File: src/rtl/octree_pkg.sv
// Shared entry-format constants and FSM state type for the octree lookup.
// The internal flag lives at the word MSB, so it is expressed as an offset down from it.
package octree_pkg;

  localparam int unsigned IS_INTERNAL_MSB_OFS = 0;
  localparam int unsigned PTR_LSB             = 0;
  localparam int unsigned MATERIAL_LSB        = 0;
  localparam int unsigned MATERIAL_WIDTH      = 8;

  localparam logic [MATERIAL_WIDTH-1:0] MATERIAL_EMPTY = '0;

  typedef enum logic [1:0] {
    StIdle,
    StReq,
    StWait
  } state_e;

endpackage

File: src/rtl/octree_lookup_if.sv
// Node-memory read bus: one request channel with ready, one response channel without.
interface octree_lookup_if #(
  parameter int unsigned ADDR_WIDTH = 16,
  parameter int unsigned DATA_WIDTH = 32
);

  logic                  memReqValid;
  logic                  memReqReady;
  logic [ADDR_WIDTH-1:0] memAddr;
  logic                  memRespValid;
  logic [DATA_WIDTH-1:0] memData;

  modport master (
    output memReqValid,
    output memAddr,
    input  memReqReady,
    input  memRespValid,
    input  memData
  );

  modport slave (
    input  memReqValid,
    input  memAddr,
    output memReqReady,
    output memRespValid,
    output memData
  );

endinterface

File: src/rtl/octree_cell_bounds.sv
// Combinational cell geometry: child index of q at a level and the bounds of that level's cell.
module octree_cell_bounds #(
  parameter int unsigned WIDTH   = 16,
  parameter int unsigned LEVEL_W = $clog2(WIDTH + 1)
) (
  input  logic [2:0][WIDTH-1:0] q,
  input  logic [LEVEL_W-1:0]    level,
  output logic [2:0]            idx,
  output logic [2:0][WIDTH-1:0] l,
  output logic [2:0][WIDTH-1:0] u
);

  logic [WIDTH-1:0] w_mask;
  logic [WIDTH-1:0] w_sel;

  always_comb begin
    w_mask = {WIDTH{1'b1}} >> level;
    // One-hot on bit WIDTH-level; wraps to zero at level 0 so idx is 0 there.
    w_sel  = w_mask + WIDTH'(1);
    for (int i = 0; i < 3; i++) begin
      idx[i] = |(q[i] & w_sel);
      l[i]   = q[i] & ~w_mask;
      u[i]   = q[i] | w_mask;
    end
  end

endmodule

File: src/rtl/octree_lookup.sv
// Sparse voxel octree walker: descends from the root to the leaf holding q and reports
// its bounds and material, with at most one node read in flight.
module octree_lookup
  import octree_pkg::*;
#(
  parameter int unsigned  WIDTH      = 16,
  parameter int unsigned  ADDR_WIDTH = 16,
  parameter int unsigned  DATA_WIDTH = 32,
  parameter int unsigned  ROOT_ADDR  = 0,
  localparam int unsigned LEVEL_W    = $clog2(WIDTH + 1)
) (
  input  logic                  clock,
  input  logic                  reset,
  input  logic                  start,
  input  logic [2:0][WIDTH-1:0] q,
  output logic                  done,
  output logic                  error,
  output logic [2:0][WIDTH-1:0] l,
  output logic [2:0][WIDTH-1:0] u,
  output logic [7:0]            material,
  output logic [LEVEL_W-1:0]    depth,
  octree_lookup_if.master       mem
);

  localparam int unsigned         IS_INTERNAL_BIT = DATA_WIDTH - 1 - IS_INTERNAL_MSB_OFS;
  localparam logic [LEVEL_W-1:0]  MAX_LEVEL       = LEVEL_W'(WIDTH);

  state_e                    r_state, w_state_next;
  logic [2:0][WIDTH-1:0]     r_q, w_q_next;
  logic [ADDR_WIDTH-1:0]     r_base, w_base_next;
  logic [LEVEL_W-1:0]        r_level, w_level_next;
  logic                      r_pending, w_pending_next;
  logic                      r_stale, w_stale_next;
  logic                      r_done, w_done_next;
  logic                      r_error, w_error_next;
  logic [2:0][WIDTH-1:0]     r_l, w_l_next;
  logic [2:0][WIDTH-1:0]     r_u, w_u_next;
  logic [MATERIAL_WIDTH-1:0] r_material, w_material_next;
  logic [LEVEL_W-1:0]        r_depth, w_depth_next;

  logic [2:0]                w_idx;
  logic [2:0][WIDTH-1:0]     w_cell_l;
  logic [2:0][WIDTH-1:0]     w_cell_u;
  logic                      w_accept;
  logic                      w_resp;
  logic                      w_use;
  logic                      w_is_internal;
  logic [ADDR_WIDTH-1:0]     w_ptr;

  octree_cell_bounds #(
    .WIDTH   (WIDTH),
    .LEVEL_W (LEVEL_W)
  ) u_bounds (
    .q     (r_q),
    .level (r_level),
    .idx   (w_idx),
    .l     (w_cell_l),
    .u     (w_cell_u)
  );

  // Address is a pure function of registered state, so it holds while ready is low.
  assign mem.memReqValid = (r_state == StReq) && !r_pending;
  assign mem.memAddr     = r_base + ADDR_WIDTH'(w_idx);

  assign w_accept      = (r_state == StReq) && !r_pending && mem.memReqReady;
  assign w_resp        = mem.memRespValid && r_pending;
  assign w_use         = w_resp && !r_stale && (r_state == StWait);
  assign w_is_internal = mem.memData[IS_INTERNAL_BIT];
  assign w_ptr         = mem.memData[PTR_LSB +: ADDR_WIDTH];

  always_comb begin
    w_state_next    = r_state;
    w_q_next        = r_q;
    w_base_next     = r_base;
    w_level_next    = r_level;
    w_done_next     = r_done;
    w_error_next    = r_error;
    w_l_next        = r_l;
    w_u_next        = r_u;
    w_material_next = r_material;
    w_depth_next    = r_depth;
    w_pending_next  = (r_pending && !w_resp) || w_accept;
    w_stale_next    = r_stale && !w_resp;

    if (start) begin
      w_state_next = StReq;
      w_q_next     = q;
      w_base_next  = ADDR_WIDTH'(ROOT_ADDR);
      w_level_next = LEVEL_W'(1);
      w_done_next  = 1'b0;
      w_error_next = 1'b0;
      // Whatever is still in flight after this edge belongs to the abandoned lookup.
      w_stale_next = w_pending_next;
    end else begin
      unique case (r_state)
        StIdle: ;
        StReq: begin
          if (w_accept) w_state_next = StWait;
        end
        StWait: begin
          if (w_use) begin
            if (!w_is_internal) begin
              w_l_next        = w_cell_l;
              w_u_next        = w_cell_u;
              w_material_next = mem.memData[MATERIAL_LSB +: MATERIAL_WIDTH];
              w_depth_next    = r_level;
              w_done_next     = 1'b1;
              w_state_next    = StIdle;
            end else if (r_level == MAX_LEVEL) begin
              w_error_next    = 1'b1;
              w_material_next = MATERIAL_EMPTY;
              w_l_next        = r_q;
              w_u_next        = r_q;
              w_depth_next    = MAX_LEVEL;
              w_done_next     = 1'b1;
              w_state_next    = StIdle;
            end else begin
              w_base_next  = w_ptr;
              w_level_next = r_level + LEVEL_W'(1);
              w_state_next = StReq;
            end
          end
        end
        default: w_state_next = StIdle;
      endcase
    end
  end

  always_ff @(posedge clock) begin
    if (reset) begin
      r_state    <= StIdle;
      r_q        <= '0;
      r_base     <= '0;
      r_level    <= '0;
      r_pending  <= 1'b0;
      r_stale    <= 1'b0;
      r_done     <= 1'b1;
      r_error    <= 1'b0;
      r_l        <= '0;
      r_u        <= '0;
      r_material <= MATERIAL_EMPTY;
      r_depth    <= '0;
    end else begin
      r_state    <= w_state_next;
      r_q        <= w_q_next;
      r_base     <= w_base_next;
      r_level    <= w_level_next;
      r_pending  <= w_pending_next;
      r_stale    <= w_stale_next;
      r_done     <= w_done_next;
      r_error    <= w_error_next;
      r_l        <= w_l_next;
      r_u        <= w_u_next;
      r_material <= w_material_next;
      r_depth    <= w_depth_next;
    end
  end

  assign done     = r_done;
  assign error    = r_error;
  assign l        = r_l;
  assign u        = r_u;
  assign material = r_material;
  assign depth    = r_depth;

endmodule

File: src/flat_wrapper.sv
// flat-port wrapper written by rule: the top's interface ports become plain ports
module octree_lookup_flat import octree_pkg::*;
#(
  parameter int unsigned  WIDTH      = 16,
  parameter int unsigned  ADDR_WIDTH = 16,
  parameter int unsigned  DATA_WIDTH = 32,
  parameter int unsigned  ROOT_ADDR  = 0,
  localparam int unsigned LEVEL_W    = $clog2(WIDTH + 1)
)
  (clock, reset, start, q, done, error, l, u, material, depth, mem_memReqValid, mem_memAddr, mem_memReqReady, mem_memRespValid, mem_memData);
  octree_lookup_if #(.ADDR_WIDTH(ADDR_WIDTH), .DATA_WIDTH(DATA_WIDTH)) mem_i ();
  input  logic clock;
  input  logic reset;
  input  logic start;
  input  logic [2:0][WIDTH-1:0] q;
  output logic done;
  output logic error;
  output logic [2:0][WIDTH-1:0] l;
  output logic [2:0][WIDTH-1:0] u;
  output logic [7:0] material;
  output logic [LEVEL_W-1:0] depth;
  output wire logic [$bits(mem_i.memReqValid)-1:0] mem_memReqValid;
  output wire logic [$bits(mem_i.memAddr)-1:0] mem_memAddr;
  input wire logic [$bits(mem_i.memReqReady)-1:0] mem_memReqReady;
  input wire logic [$bits(mem_i.memRespValid)-1:0] mem_memRespValid;
  input wire logic [$bits(mem_i.memData)-1:0] mem_memData;
  assign mem_memReqValid = mem_i.memReqValid;
  assign mem_memAddr = mem_i.memAddr;
  assign mem_i.memReqReady = mem_memReqReady;
  assign mem_i.memRespValid = mem_memRespValid;
  assign mem_i.memData = mem_memData;
  octree_lookup #(.WIDTH(WIDTH), .ADDR_WIDTH(ADDR_WIDTH), .DATA_WIDTH(DATA_WIDTH), .ROOT_ADDR(ROOT_ADDR)) u_core (.clock(clock), .reset(reset), .start(start), .q(q), .done(done), .error(error), .l(l), .u(u), .material(material), .depth(depth), .mem(mem_i));
endmodule
File: config.mk
export PLATFORM = sky130hd
export DESIGN_NAME = octree_lookup_flat
export DESIGN_NICKNAME = d
export VERILOG_FILES = /design/src/rtl/octree_pkg.sv /design/src/rtl/octree_lookup_if.sv /design/src/rtl/octree_cell_bounds.sv /design/src/rtl/octree_lookup.sv /design/src/flat_wrapper.sv
export SDC_FILE = /design/constraint.sdc
export NUM_CORES = 1
export LEC_CHECK = 0
export ABC_AREA = 1
export CORE_MARGIN = 4
export CORE_UTILIZATION = 46
export DETAILED_ROUTE_END_ITERATION = 10
export GPL_ROUTABILITY_DRIVEN = 0
export PLACE_DENSITY = 0.8
export RECOVER_POWER = 100
export SLEW_MARGIN = 20
export SYNTH_ARGS = -nofsm -noshare
export SYNTH_HDL_FRONTEND = slang
export SYNTH_HIERARCHICAL = 1
export SYNTH_SLANG_ARGS = --single-unit
File: constraint.sdc
create_clock -name clock -period 4.7 [get_ports clock]
set_clock_uncertainty 0.1 [all_clocks]
set_input_delay 1.41 -clock clock [delete_from_list [all_inputs] [get_ports clock]]
set_output_delay 1.41 -clock clock [all_outputs]
set_load 0.005 [all_outputs]
==> results of run 1 <==
==> area by class of cell <==
class                      count  area, um^2  share of cell area, %
clock buffer                  22         464                   3.59
clock inverter                 8         146                   1.13
inverter                     158         596                   4.60
multi-input combinational   1104        5000                   38.6
sequential                   184        3690                   28.5
tap                          270         338                   2.61
timing repair buffer         299        2710                   20.9
==> sequential cells by signal, indices dropped and copies added (netlist names) <==
register / flops
u_core/r_level: 5
u_core/l: 48
u_core/u: 48
u_core/r_state: 2
u_core/r_stale: 1
u_core/depth: 5
u_core/done: 1
u_core/r_base: 16
u_core/material: 8
u_core/r_pending: 1
u_core/r_q: 48
u_core/error: 1
==> critical path: cells and delay by family (launching register included) <==
family / cells / cell delay, ns
flops: 1 / 0.33
fa+ha+maj: 2 / 0.56
compound gates: 1 / 0.17
buf+inv: 6 / 0.68
simple gates: 13 / 1.35
==> cell usage in the layout (no fill, tap or decap), types with 10 or more instances in the layout <==
| cell type | instances |
|---|---|
| nor2_1 | 388 |
| nand2_1 | 386 |
| dfxtp_1 | 180 |
| inv_1 | 144 |
| dlygate4sd3_1 | 117 |
| a21oi_1 | 113 |
| buf_4 | 90 |
| clkdlybuf4s50_1 | 65 |
| o21ai_0 | 64 |
| nand3_1 | 44 |
| clkbuf_16 | 17 |
| buf_2 | 14 |
| nand4_1 | 14 |
| nand2_2 | 13 |
| nor2_2 | 11 |
| inv_2 | 11 |
| or2_2 | 10 |
==> worst min-delay path by stage <==
stage / start / endpoint / depth (start not counted)
5_1_grt: u_core/done / u_core/done / 2
4_1_cts: u_core/material[7] / u_core/material[7] / 2
3_5_place_dp: u_core/material[7] / u_core/material[7] / 2
2_1_floorplan: u_core/depth[2] / u_core/depth[2] / 2
3_3_place_gp: u_core/material[5] / u_core/material[5] / 2
6_report: u_core/material[7] / u_core/material[7] / 2
==> kinds of logic after synthesis <==
logic type | Yosys count | share of synthesized area (%)
adders and majority gates | 11 | 1.54
DFF | 184 | 39.2
buffers and inverters | 232 | 10.3
xor gates and xnor gates | 14 | 1.30
AOI/OAI and AO/OA | 187 | 10.1
and+or+nand+nor | 892 | 37.6
==> routing by layer <==
| layer | track usage (%) | vias to the layer above |
|---|---|---|
| li1 | - | 5146 |
| met1 | 33.6 | 4707 |
| met2 | 42.0 | 496 |
| met3 | 7.66 | 89 |
| met4 | 10.1 | 0 |
| met5 | 0 | - |
==> timing repair <==
item                       4_1_cts  5_1_grt
gates resized for setup        101       35
setup buffers                   15        5
setup endpoints to repair       15       15
pin swaps                       28       28
gates cloned                     0        0
==> where the power goes <==
part	internal [mW]	switching (mW)	total, mW
sequential	1.59	0.0401	1.63
clock	0.913	0.607	1.52
combinational	0.126	0.177	0.303
==> metrics by stage <==
step	worst slack, ns	instance area, um^2	util (%)	instances	power [mW]
2_1_floorplan	0.0375	9400	-	1520	1.82
3_3_place_gp	-0.275	12000	59.6	1996	1.95
3_5_place_dp	-0.380	12000	59.6	1996	1.96
4_1_cts	-0.240	12800	63.7	2041	3.46
5_1_grt	-0.468	12900	64.2	2045	3.58
6_report	-0.326	12900	64.2	2045	3.45
==> impl_metrics.env, run 1 <==
export IMPL_cp_startpoint="u_core/r_level[3]"
export IMPL_insertion_delay_ns=0.43
export IMPL_num_rows=52
export IMPL_regToRegStartpoint="u_core/r_level[0]"
export IMPL_worstSetupPathType="reg2out"
export IMPL_route_detailed_drc=0
export IMPL_portBuffers=197
export IMPL_synth_edf_count=0
export IMPL_period_share_pct=107
export IMPL_crit_reg2reg_capture="u_core/r_level[0]"
export IMPL_endpoint="mem_memAddr[14]"
export IMPL_rrSetupSlack_ns=2.08
export IMPL_cp_cell_sequence="buf_4 -> nor2_4 -> nand2_4 -> clkinv_2 -> nand2_1 -> nand2_2 -> nand3_1 -> nand3_1 -> nor2_1 -> nand2_1 -> ha_2 -> inv_2 -> fa_2 -> inv_2 -> nand2_4 -> a21boi_4 -> nand3b_1 -> buf_4 -> nor2_1 -> nand2_1 -> nand2_1 -> buf_2"
export IMPL_synthTopCellsByCount="402 x nor2_1, 400 x nand2_1, 184 x dfxtp_1"
export IMPL_synth_most_common_cell="nor2_1"
export IMPL_cts_max_path_buffers=2
export IMPL_die_x_um=151
export IMPL_cts_buffers=17
export IMPL_syn_instance_count=1520
export IMPL_cts_sinks=184
export IMPL_ctsHoldBuffers=0
export IMPL_drtPass1Iterations=6
export IMPL_endpoint_kind="output port"
export IMPL_drv_slew=257
export IMPL_syn_nets=1616
export IMPL_gr_total_overflow=0
export IMPL_h_tree_depth=4
export IMPL_critPathMaxStageDelay_ns=0.36
export IMPL_grt_pass1_vias=9426
export IMPL_async_reset_ff_share_pct=0
export IMPL_hold_viol=0
export IMPL_setup_violations=10
export IMPL_violations="max-capacitance violations, max-slew violations, negative setup slack"
export IMPL_wl_per_cell_um=15.0
export IMPL_crit_path_max_fanout=10
export IMPL_wl_met2_um=13800
export IMPL_synth_top_area_share_pct=39.2
export IMPL_synth_main_ff_cell="dfxtp_1"
export IMPL_yosys_warnings=6
export IMPL_peakVddDrop_mv=0.243
export IMPL_syn_area_per_cell_um2=6.18
export IMPL_max_cap_violations=3
export IMPL_synth_seq_cells=184
export IMPL_synth_top_area_cell="dfxtp_1"
export IMPL_path_clk_slew_ns=0.06
export IMPL_drtIter0Drc=895
export IMPL_hpwl_um=21700
export IMPL_layout_min_cycle_time_ns=5.03
export IMPL_max_freq_ghz=0.199
export IMPL_outcome="finished with violations"
export IMPL_seq_area_frac_synth_pct=39.2
export IMPL_critPathRequiredTime_ns=3.19
export IMPL_initial_core_util_pct=46.6
export IMPL_viasPerCell=5.10
export IMPL_met1_length_um=12400
export IMPL_antenna_found_initial=0
export IMPL_crit_arrival_ns=3.52
export IMPL_num_vias=10438
export IMPL_synthToLayoutAreaGrowth_pct=37.7
export IMPL_start_kind="register"
export IMPL_relSlewSlack_pct=-50.4
export IMPL_die_h_um=151
export IMPL_synth_area_top_cells="dfxtp_1 39%, nor2_1 16%, nand2_1 16%"
export IMPL_wl_met3_um=3330
export IMPL_hold_ws_ns=0.344
export IMPL_grt_pass1_wl_um=47100
export IMPL_finalWorstSetupSlack_ns=-0.326
export IMPL_io_pins=213
export IMPL_final_nets=1860
export IMPL_cts_tree="built"
export IMPL_p_leak_nw=6.27
export IMPL_tightest_slew_ns=2.26
export IMPL_dieArea_um2=22800
export IMPL_finalSetupTns_ns=-1.79
export IMPL_rsz0062_at_grt="true"
export IMPL_wl_um=30600
export IMPL_drive_gt1_share_pct=12.7
export IMPL_reg2reg_depth=13
export IMPL_grt_max_degree=107
export IMPL_coreArea_um2=20200
export IMPL_synth_cell_area_um2=9400
export IMPL_diodes=0
export IMPL_fillers=1801
export IMPL_yosysUniqueCellTypes=31
export IMPL_worst_path_most_repeated_cell="nand2_1"
export IMPL_ctsRootBufferMaster="clkbuf_16"
export IMPL_grt_usage_pct=26.3
export IMPL_hold_class="reg2reg"
export IMPL_powerDensity_nw_per_um2=267
export IMPL_critPathSlowestCell="fa_2"
export IMPL_routed_top_layer="met4"
export IMPL_drt_antenna_violating_nets=0
Note: power is estimated with default switching activity, not from simulation.
==> run 2: changes to the inputs <==
--- a/config.mk
+++ b/config.mk
@@ -7,7 +7,7 @@
 export LEC_CHECK = 0
 export ABC_AREA = 1
 export CORE_MARGIN = 4
-export CORE_UTILIZATION = 46
+export CORE_UTILIZATION = 44
 export DETAILED_ROUTE_END_ITERATION = 10
 export GPL_ROUTABILITY_DRIVEN = 0
 export PLACE_DENSITY = 0.8
@@ -15,5 +15,4 @@
 export SLEW_MARGIN = 20
 export SYNTH_ARGS = -nofsm -noshare
 export SYNTH_HDL_FRONTEND = slang
-export SYNTH_HIERARCHICAL = 1
 export SYNTH_SLANG_ARGS = --single-unit
==> run 2 against run 1 <==
Net effect: the run still ends with max-capacitance violations, max-slew violations, negative setup slack left; critical path depth decreased by 1; power shrank 6.4%; register-to-register slack lost 1.7 ns; fmax fell by 4.1%; clock power decreased by 9%; synthesized cell count is 31% lower; count of clock-buffer cells in the layout fell by 3; first-iteration DRC count up 0.11%; sequential cell count did not move; sequential share of layout area is 3.8 points higher; setup slack got worse by 0.21 ns; final cell count is 26% lower; critical endpoint unchanged; largest cell class unchanged; largest power group unchanged; highest routed layer unchanged.
==> impl_metrics.env, run 2 <==
export IMPL_synthTopCellsByCount="208 x nand2_1, 184 x dfxtp_1, 111 x o21ai_0"
export IMPL_place_ws_ns=-0.669
export IMPL_finalWorstSetupSlack_ns=-0.540
export IMPL_die_h_um=142
export IMPL_diodes=0
export IMPL_wl_per_cell_um=18.3
export IMPL_insertion_delay_ns=0.45
export IMPL_max_cap_violations=3
export IMPL_hold_class="reg2reg"
export IMPL_drive_gt1_share_pct=17.2
export IMPL_relSlewSlack_pct=-53.0
export IMPL_num_rows=48
export IMPL_synth_cell_area_um2=7870
export IMPL_syn_instance_count=1049
export IMPL_syn_nets=1148
export IMPL_grt_usage_pct=26.4
export IMPL_dieArea_um2=20100
export IMPL_seq_area_frac_synth_pct=46.8
export IMPL_finalPower_mw=3.23
export IMPL_critPathSlowestCell="dfxtp_2"
export IMPL_period_share_pct=111
export IMPL_layout_min_cycle_time_ns=5.24
export IMPL_routed_top_layer="met4"
export IMPL_cp_cell_sequence="ha_4 -> ha_4 -> a21oi_4 -> ha_4 -> nand2_1 -> buf_4 -> nand3_2 -> nor2_1 -> nor2_1 -> nand3_2 -> nor2_2 -> nand3_2 -> ha_4 -> buf_4 -> nand2_2 -> o21ai_2 -> nand3_2 -> buf_6 -> nand3b_1 -> xor2_1 -> buf_2"
export IMPL_h_tree_depth=4
export IMPL_portBuffers=197
export IMPL_wl_um=27800
export IMPL_combPwrFrac_pct=6.8
export IMPL_critPathRequiredTime_ns=3.19
export IMPL_sw_frac_of_total_pct=25.9
export IMPL_final_common_cell="nand2_1"
export IMPL_crit_path_max_fanout=4
export IMPL_final_nets=1379
export IMPL_min_from="u_core.l[14]"
export IMPL_final_cell_mix="189 x nand2_1, 180 x dfxtp_1, 114 x dlygate4sd3_1"
export IMPL_rrSetupSlack_ns=0.36
export IMPL_met1_length_um=11000
export IMPL_num_vias=8424
export IMPL_path_delay_family="simple AND/OR/NAND/NOR gates"
export IMPL_hpwl_um=19300
export IMPL_worstSetupPathType="reg2out"
export IMPL_syn_area_per_cell_um2=7.50
export IMPL_yosysUniqueCellTypes=34
export IMPL_drtIter0Drc=896
export IMPL_route_detailed_drc=0
export IMPL_regToRegStartpoint="u_core.r_level[1]"
export IMPL_wl_met2_um=13400
export IMPL_max_freq_ghz=0.191
export IMPL_stdcell_count=1518
export IMPL_cts_tree="built"
export IMPL_violations="max-capacitance violations, max-slew violations, negative setup slack"
export IMPL_synthToLayoutAreaGrowth_pct=45.1
export IMPL_drt_antenna_violating_nets=0
export IMPL_async_reset_ff_share_pct=0
export IMPL_coreArea_um2=17400
export IMPL_endpoint_kind="output port"
export IMPL_rsz0062_at_grt="true"
export IMPL_synth_main_ff_cell="dfxtp_1"
export IMPL_p_int_mw=2.40
export IMPL_crit_reg2reg_capture="u_core.u[3]"
export IMPL_antenna_found_initial=0
export IMPL_min_to="u_core.l[14]"
export IMPL_grt_pass1_vias=7995
export IMPL_reg2reg_depth=11
export IMPL_synth_area_top_cells="dfxtp_1 47%, nand2_1 9.9%, o21ai_0 7.1%"
export IMPL_path_clk_slew_ns=0.07
export IMPL_fillers=1435
export IMPL_start_kind="register"
export IMPL_powerDensity_nw_per_um2=283
export IMPL_ctsRootBufferMaster="clkbuf_16"
export IMPL_drtPass1Iterations=7
export IMPL_synth_seq_cells=184
export IMPL_dp_cells=1477
export IMPL_peakVddDrop_mv=0.260
export IMPL_cts_max_path_buffers=2
export IMPL_final_util_pct=65.6
export IMPL_synth_top_area_cell="dfxtp_1"
export IMPL_gr_total_overflow=0
export IMPL_grt_max_degree=75
export IMPL_yosys_warnings=0
export IMPL_io_pins=213
export IMPL_clkPwrFrac_pct=43.0
export IMPL_ctsHoldBuffers=0
export IMPL_critPathBufInv=4
export IMPL_die_x_um=142
export IMPL_outcome="finished with violations"
export IMPL_synth_top_area_share_pct=46.8
export IMPL_fin_area_um2=11400
export IMPL_p_leak_nw=5.10
export IMPL_initial_core_util_pct=45.2
export IMPL_synth_edf_count=0
export IMPL_cts_buffers=17
export IMPL_critPathMaxStageDelay_ns=0.34
export IMPL_grt_pass1_wl_um=42100
export IMPL_p_seq_share_pct=50.2
export IMPL_switchingPower_uw=837
export IMPL_hold_viol=0
export IMPL_cts_sinks=184
export IMPL_drv_slew=110
export IMPL_postPlaceCellArea_um2=10400
export IMPL_wl_met3_um=2350
export IMPL_synth_most_common_cell="nand2_1"
export IMPL_crit_arrival_ns=3.73
export IMPL_viasPerCell=5.55
export IMPL_setup_violations=119
export IMPL_tightest_slew_ns=2.29
export IMPL_hold_depth=2
run 2: how the worst max path moves through the flow:
stage	startpoint	endpoint	depth (start not counted)
6_report	u_core.r_level[1]	mem_memAddr[14]	21
5_1_grt	u_core.r_level[1]	mem_memAddr[14]	21
4_1_cts	u_core.r_level[1]	mem_memAddr[12]	21
3_5_place_dp	u_core.r_level[0]	mem_memAddr[12]	22
3_3_place_gp	u_core.r_level[0]	mem_memAddr[12]	20
2_1_floorplan	u_core.r_level[0]	mem_memAddr[12]	21
run 2: what timing repair did:
item | CTS | global route
endpoints found under the setup margin | 16 | 16
setup buffers | 9 | 4
gates resized for setup | 140 | 53
pin swaps | 41 | 34
run 2: kinds of logic after synthesis:
kind of cell,count (synthesis),synth area share (%)
xor+xnor,15,1.67
simple gates,420,22.7
fa+ha+maj,14,2.32
buf+inv,152,8.14
flops,184,46.8
compound gates,264,18.3
run 2: per-stage QoR:
step | setup TNS (ns) | hold WS (ns)
after CTS | -4.75 | 0.356
after global routing | -43.74 | 0.376
after detailed placement | -7.07 | 0.337
after global placement | -5.77 | 0.328
after floorplan | 0 | 0.343
final | -18.24 | 0.353
run 2: layer usage:
layer	up-vias	track usage, %
li1	3978	-
met4	0	9.65
met2	426	44.4
met1	3927	32.8
met5	-	0
met3	93	6.61
run 2: power groups by stage:
stage	sequential, mW	clock (mW)	combinational, mW
floorplan	1.64	0	0.106
global placement	1.65	0	0.212
detailed placement	1.65	0	0.213
CTS	1.62	1.40	0.218
global route	1.62	1.47	0.238
finish	1.62	1.39	0.219
run 2: worst min-delay path: stages, from the launching register on:
cell and delay (ns):
dfxtp_1 0.31, nand2_1 0.06, nand2_1 0.04
run 2: area by class of cell:
type | count | area [um^2] | share of cell area, %
multi-input combinational | 713 | 4030 | 35.3
clock inverter | 13 | 129 | 1.13
clock buffer | 19 | 443 | 3.88
inverter | 93 | 353 | 3.09
sequential | 184 | 3690 | 32.3
tap | 225 | 282 | 2.46
timing repair buffer | 271 | 2500 | 21.9
